--- config.mk ---
export PLATFORM = sky130hd
export DESIGN_NAME = subword_mem_ctrl
export DESIGN_NICKNAME = d
export VERILOG_FILES = /design/src/rtl/subword_mem_pkg.sv /design/src/rtl/subword_lane_unit.sv /design/src/rtl/subword_mem_ctrl.sv
export SDC_FILE = /design/constraint.sdc
export NUM_CORES = 1
export LEC_CHECK = 0
export ABC_AREA = 1
export BUFFER_PORTS_ARGS = -buffer_cell sky130_fd_sc_hd__buf_4
export CAP_MARGIN = 20
export CORE_MARGIN = 8
export CORE_UTILIZATION = 45
export CTS_BUF_LIST = sky130_fd_sc_hd__clkbuf_4 sky130_fd_sc_hd__clkbuf_8
export CTS_CLUSTER_DIAMETER = 50
export DETAILED_ROUTE_END_ITERATION = 8
export GPL_ROUTABILITY_DRIVEN = 0
export HOLD_SLACK_MARGIN = 0.05
export PLACE_DENSITY = 0.72
export SETUP_SLACK_MARGIN = 0.02
export SLEW_MARGIN = 30
export SYNTH_ARGS = -nofsm -noshare
export SYNTH_HDL_FRONTEND = slang
export SYNTH_HIERARCHICAL = 1
export SYNTH_SLANG_ARGS = --single-unit
--- constraint.sdc ---
create_clock -name clk -period 1.9 [get_ports clk]
set_clock_uncertainty 0.05 [all_clocks]
set_input_delay 0.38 -clock clk [delete_from_list [all_inputs] [get_ports clk]]
set_output_delay 0.38 -clock clk [all_outputs]
set_load 0.1 [all_outputs]
--- src/rtl/subword_mem_pkg.sv ---
// Shared opcodes, FSM encoding, lane constants and decode helpers for the sub-word memory sequencer.
// LBU/LHU are only accepted when SUBWORD_UNSIGNED_EN is defined.
package subword_mem_pkg;

  localparam logic [5:0] OP_LB  = 6'b100000;
  localparam logic [5:0] OP_LH  = 6'b100001;
  localparam logic [5:0] OP_LW  = 6'b100011;
  localparam logic [5:0] OP_LBU = 6'b100100;
  localparam logic [5:0] OP_LHU = 6'b100101;
  localparam logic [5:0] OP_SB  = 6'b101000;
  localparam logic [5:0] OP_SH  = 6'b101001;
  localparam logic [5:0] OP_SW  = 6'b101011;

  localparam int   LANE_W    = 8;
  localparam int   HALF_W    = 16;
  localparam int   NUM_LANES = 4;
  localparam logic HALF_LO   = 1'b0;
  localparam logic HALF_HI   = 1'b1;

  typedef enum logic [2:0] {
    ST_IDLE,
    ST_READ,
    ST_WAIT,
    ST_WRITE,
    ST_RESP
  } state_t;

  function automatic logic op_supported(input logic [5:0] op);
    case (op)
      OP_LB, OP_LH, OP_LW, OP_SB, OP_SH, OP_SW: return 1'b1;
`ifdef SUBWORD_UNSIGNED_EN
      OP_LBU, OP_LHU: return 1'b1;
`endif
      default: return 1'b0;
    endcase
  endfunction

  function automatic logic op_aligned(input logic [5:0] op, input logic [1:0] addr_lo);
    case (op)
      OP_LW, OP_SW:         return (addr_lo == 2'b00);
      OP_LH, OP_SH, OP_LHU: return (addr_lo[0] == 1'b0);
      default:              return 1'b1;
    endcase
  endfunction

  function automatic logic op_is_load(input logic [5:0] op);
    case (op)
      OP_LB, OP_LH, OP_LW, OP_LBU, OP_LHU: return 1'b1;
      default:                             return 1'b0;
    endcase
  endfunction

endpackage

--- src/rtl/subword_lane_unit.sv ---
// Combinational lane logic: merges store data into a word and extracts/extends load lanes.
// Zero-extending LBU/LHU extraction exists only when SUBWORD_UNSIGNED_EN is defined.
module subword_lane_unit
  import subword_mem_pkg::*;
(
  input  logic [5:0]  op,
  input  logic [1:0]  addr_lo,
  input  logic [31:0] store_data,
  input  logic [31:0] merge_word,
  input  logic [31:0] load_word,
  output logic [31:0] merged,
  output logic [31:0] extracted
);

  // Each byte lane independently picks store data or the previously read byte.
  genvar gi;
  generate
    for (gi = 0; gi < NUM_LANES; gi++) begin : g_lane
      logic              hit;
      logic [LANE_W-1:0] src;

      always_comb begin
        hit = 1'b0;
        src = store_data[gi*LANE_W +: LANE_W];
        case (op)
          OP_SB: begin
            hit = (addr_lo == 2'(gi));
            src = store_data[LANE_W-1:0];
          end
          OP_SH: begin
            hit = (addr_lo[1] == ((gi / 2 == 1) ? HALF_HI : HALF_LO));
            src = store_data[(gi % 2)*LANE_W +: LANE_W];
          end
          OP_SW:   hit = 1'b1;
          default: hit = 1'b0;
        endcase
      end

      assign merged[gi*LANE_W +: LANE_W] = hit ? src : merge_word[gi*LANE_W +: LANE_W];
    end
  endgenerate

  logic [LANE_W-1:0] sel_byte;
  logic [HALF_W-1:0] sel_half;

  assign sel_byte = load_word[{addr_lo, 3'b000} +: LANE_W];
  assign sel_half = (addr_lo[1] == HALF_HI) ? load_word[31:16] : load_word[15:0];

  always_comb begin
    extracted = load_word;
    case (op)
      OP_LB:   extracted = {{(32-LANE_W){sel_byte[LANE_W-1]}}, sel_byte};
      OP_LH:   extracted = {{(32-HALF_W){sel_half[HALF_W-1]}}, sel_half};
`ifdef SUBWORD_UNSIGNED_EN
      OP_LBU:  extracted = {{(32-LANE_W){1'b0}}, sel_byte};
      OP_LHU:  extracted = {{(32-HALF_W){1'b0}}, sel_half};
`endif
      default: extracted = load_word;
    endcase
  end

endmodule

--- src/rtl/subword_mem_ctrl.sv ---
// One-request-at-a-time sequencer for a word-only memory: sub-word stores via read-modify-write,
// sub-word loads via lane extraction. SUBWORD_UNSIGNED_EN enables LBU/LHU.
module subword_mem_ctrl
  import subword_mem_pkg::*;
#(
  parameter int READ_LAT = 1
) (
  input  logic        clk,
  input  logic        rst_n,
  input  logic        req_valid,
  output logic        req_ready,
  input  logic [5:0]  req_op,
  input  logic [31:0] req_addr,
  input  logic [31:0] req_data,
  output logic [31:0] mem_addr,
  output logic        mem_read,
  output logic        mem_write,
  output logic [31:0] mem_write_data,
  input  logic [31:0] mem_read_data,
  output logic        resp_valid,
  input  logic        resp_ready,
  output logic [31:0] resp_data,
  output logic        resp_err
);

  localparam int CNT_W = 3;

  state_t             state_reg, state_next;
  logic [CNT_W-1:0]   cnt_reg, cnt_next;
  logic [5:0]         op_reg, op_next;
  logic [31:0]        addr_reg, addr_next;
  logic [31:0]        data_reg, data_next;
  logic [31:0]        word_reg, word_next;
  logic [31:0]        resp_data_reg, resp_data_next;
  logic               resp_err_reg, resp_err_next;
  logic [31:0]        merged_word;
  logic [31:0]        extracted_word;

  subword_lane_unit u_lane (
    .op         (op_reg),
    .addr_lo    (addr_reg[1:0]),
    .store_data (data_reg),
    .merge_word (word_reg),
    .load_word  (mem_read_data),
    .merged     (merged_word),
    .extracted  (extracted_word)
  );

  always_ff @(posedge clk or negedge rst_n) begin
    if (!rst_n) begin
      state_reg     <= ST_IDLE;
      cnt_reg       <= '0;
      op_reg        <= '0;
      addr_reg      <= '0;
      data_reg      <= '0;
      word_reg      <= '0;
      resp_data_reg <= '0;
      resp_err_reg  <= 1'b0;
    end else begin
      state_reg     <= state_next;
      cnt_reg       <= cnt_next;
      op_reg        <= op_next;
      addr_reg      <= addr_next;
      data_reg      <= data_next;
      word_reg      <= word_next;
      resp_data_reg <= resp_data_next;
      resp_err_reg  <= resp_err_next;
    end
  end

  always_comb begin
    state_next     = state_reg;
    cnt_next       = cnt_reg;
    op_next        = op_reg;
    addr_next      = addr_reg;
    data_next      = data_reg;
    word_next      = word_reg;
    resp_data_next = resp_data_reg;
    resp_err_next  = resp_err_reg;
    case (state_reg)
      ST_IDLE: begin
        if (req_valid) begin
          op_next        = req_op;
          addr_next      = req_addr;
          data_next      = req_data;
          resp_data_next = '0;
          resp_err_next  = 1'b0;
          // Rejected requests go straight to the response without touching memory.
          if (!op_supported(req_op) || !op_aligned(req_op, req_addr[1:0])) begin
            resp_err_next = 1'b1;
            state_next    = ST_RESP;
          end else if (req_op == OP_SW) begin
            state_next = ST_WRITE;
          end else begin
            state_next = ST_READ;
          end
        end
      end
      ST_READ: begin
        cnt_next   = CNT_W'(READ_LAT - 1);
        state_next = ST_WAIT;
      end
      ST_WAIT: begin
        if (cnt_reg == '0) begin
          word_next = mem_read_data;
          if (op_is_load(op_reg)) begin
            resp_data_next = extracted_word;
            state_next     = ST_RESP;
          end else begin
            state_next = ST_WRITE;
          end
        end else begin
          cnt_next = cnt_reg - 1'b1;
        end
      end
      ST_WRITE: state_next = ST_RESP;
      ST_RESP: begin
        if (resp_ready) state_next = ST_IDLE;
      end
      default: state_next = ST_IDLE;
    endcase
  end

  assign req_ready      = (state_reg == ST_IDLE);
  assign mem_read       = (state_reg == ST_READ);
  assign mem_write      = (state_reg == ST_WRITE);
  assign mem_addr       = {addr_reg[31:2], 2'b00};
  assign mem_write_data = (state_reg == ST_WRITE) ? merged_word : '0;
  assign resp_valid     = (state_reg == ST_RESP);
  assign resp_data      = resp_data_reg;
  assign resp_err       = resp_err_reg;

endmodule

==> reports/results.ini <==
[outcome]
status=finished with violations
violations=negative setup slack

[finish]
num-fill-cells=1437
layout.nets=1420
drive_gt1_share_pct=39.5
instances_no_fill=1554
final_core_util_pct=67.6
synthToLayoutAreaGrowth_pct=47.7
postLayoutCellArea_um2=12100
insertedDiodeCount=0

[grt]
grt_usage_pct=23.6
antenna_found_initial=0
grt_pass1_vias=7984
use_met3_pct=5.59
grt_util_met1_pct=28.8
grt-ovfl-total=0
grt_max_degree=71
grt_use_met2_pct=40.3
grt_busiest_layer=met2
grt_pass1_wl_mm=42.0

[sta]
timing.final.crit_share_pct=135
tightestPinTransition_ns=0.497
worst_hold_slack_ns=0.0804
slew_viol_final=0
min_period_ns=2.57
slew_headroom_pct=66.7
setup_slack_ns=-0.670
fmax_mhz=389
finalSetupViolations=34
rsz0062_at_grt=true
hold_viol=0

[floorplanning]
die_w_um=151
io_pins=207
initial_core_util_pct=45.8
rows=49
coreArea_um2=17900
die_height_um=151
dieArea_um2=22800

[clock_network]
cts.htree.levels=4
clk_pin_slew_worst_paths_ns=0.08
clockBufferDepth=2
insertion_delay_ns=0.45
cts_tree=done
ctsRootBufferMaster=clkbuf_8
clkSinkCount=141
cts_made_buffers=17

[worst_setup_path]
end_kind=output port
cp_data_required_time_ns=1.47
cp_top_family=buffers and inverters
critPathMaxStageDelay_ns=0.44
crit_buf_inv=5
crit_start=op_reg[1]
worstPathArrival_ns=2.14
critPathLaunchType=flop
r2r-start=op_reg[1]
path_class=reg -> out
crit_chain=buf_4 -> o211ai_4 -> buf_12 -> buf_4 -> nand3_1 -> nand2_2 -> inv_2 -> nor2_4 -> buf_12
crit_slowest_cell=dfrtp_2
critPathMaxFanout=7

[synthesis]
async_reset_ff_share_pct=100
synth_seq_cells=141
synth_area_per_cell_um2=7.69
syn_area_um2=8190
synthDistinctLibCells=36
ys.flop_type=dfrtp_1
ys_seq_area_share_pct=43.1
synth_edf_count=0
yosysWarnings=6
synth_cells=1065

[route]
wl_per_cell_um=17.5
ant_nets=0
drt_iter0_markers=915
drc=0
wirelength_mm=27.2
routed_via_density=5.21
first_pass_iters=7
num_vias=8093

[place]
place_area_um2=10300
port_buffers=204
place_inst=1466
hpwl_mm=18.8

[power_and_ir_drop]
p_per_area_nw_per_um2=1470
p_leak_uw=0.00624
totalPowerFinal_uw=17800
ir_drop_mv=1.31

[hold_path]
hold_class=in -> reg
hold_start=req_data[12]

[flow_run]
drv_cap=0

## cell families after synthesis
family	share of synthesized area (%)
other cells	0.0458
fa+ha+maj	0.305
compound gates	6.92
mux	5.77
simple gates	33.9
flops	43.1
buf+inv	9.95
## tightest hold or removal path, cell delays in order
cell and delay, ns:
buf_4 0.08, nand2_1 0.04, nand2_1 0.05
## stage by stage
| step | setup TNS [ns] | setup WS [ns] |
|---|---|---|
| CTS | -18.86 | -0.618 |
| global route | -23.16 | -0.773 |
| detailed placement | -5.83 | -0.215 |
| floorplan | -12.94 | -0.380 |
| global placement | -5.28 | -0.196 |
| finish | -19.91 | -0.670 |
## repair_timing
action | CTS | global route
gates cloned | 4 | 3
endpoints found under the hold margin | 75 | 0
setup endpoints to repair | 40 | 67
hold buffers | 32 | 0
resized for setup | 141 | 66
pin swaps | 6 | 27
buffers inserted | 6 | 12
## Yosys cell counts (6+ instances only)
| master | n | area share (%) |
|---|---|---|
| inv_1 | 57 | 2.6 |
| buf_2 | 25 | 1.5 |
| buf_6 | 9 | 1.2 |
| mux2_4 | 30 | 5.5 |
| o211ai_1 | 7 | 0.64 |
| dfrtp_1 | 141 | 43 |
| nand2_2 | 6 | 0.46 |
| o21ai_0 | 32 | 2.0 |
| o21ai_2 | 32 | 3.4 |
| inv_2 | 9 | 0.41 |
| buf_4 | 36 | 3.3 |
| nand3_1 | 142 | 8.7 |
| clkbuf_1 | 16 | 0.73 |
| nor2_1 | 67 | 3.1 |
| nand2_1 | 419 | 19 |
## layer usage
| layer | wire [um] | part of all wire (%) | vias up |
|---|---|---|---|
| li1 | - | - | 3867 |
| met1 | 10800 | 40 | 3845 |
| met2 | 13700 | 51 | 333 |
| met3 | 2070 | 7.6 | 48 |
| met4 | 550 | 2.0 | 0 |
| met5 | 0 | 0 | - |
## placed cells by master (no fill, tap or decap), drive strengths merged
| cell | count |
|---|---|
| nor3 | 2 |
| o211ai | 10 |
| a21oi | 3 |
| nand4 | 6 |
| dlygate4sd3 | 32 |
| nor2 | 72 |
| nand3 | 145 |
| nand2 | 427 |
| conb | 2 |
| buf | 278 |
| clkbuf | 21 |
| clkinv | 6 |
| ha | 2 |
| o21ai | 67 |
| inv | 69 |
| mux2 | 32 |
| bufinv | 6 |
| nand3b | 1 |
| o22ai | 1 |
| or2 | 1 |
| dfrtp | 141 |
| nor3b | 1 |
## area by class of cell
| class | instances | area (um2) | area share (%) |
|---|---|---|---|
| clock inverter | 13 | 238 | 1.97 |
| clock buffer | 19 | 249 | 2.06 |
| multi-input combinational | 772 | 4370 | 36.1 |
| timing repair buffer | 312 | 3160 | 26.1 |
| sequential | 141 | 3530 | 29.2 |
| inverter | 68 | 268 | 2.21 |
| tap | 229 | 287 | 2.37 |
## path summary, 6_finish.rpt
check | slack [ns] | cells after the start | to
max | -0.67 | 9 | mem_write_data[20]
min | 0.08 | 3 | data_reg[12]
max reg2reg | 0.06 | 9 | resp_data[5]
min reg2reg | 0.42 | 2 | addr_reg[28]
max in group asynchronous | 0.80 | 3 | resp_data[27]
min in group asynchronous | 0.39 | 2 | addr_reg[9]
## report_power, final
group          internal, uW  total, uW  switching [uW]
clock network          1740       2930            1190
registers              4100       5000             900
logic                  3180       9820            6640
No activity file was read; power rests on OpenSTA's default activity.
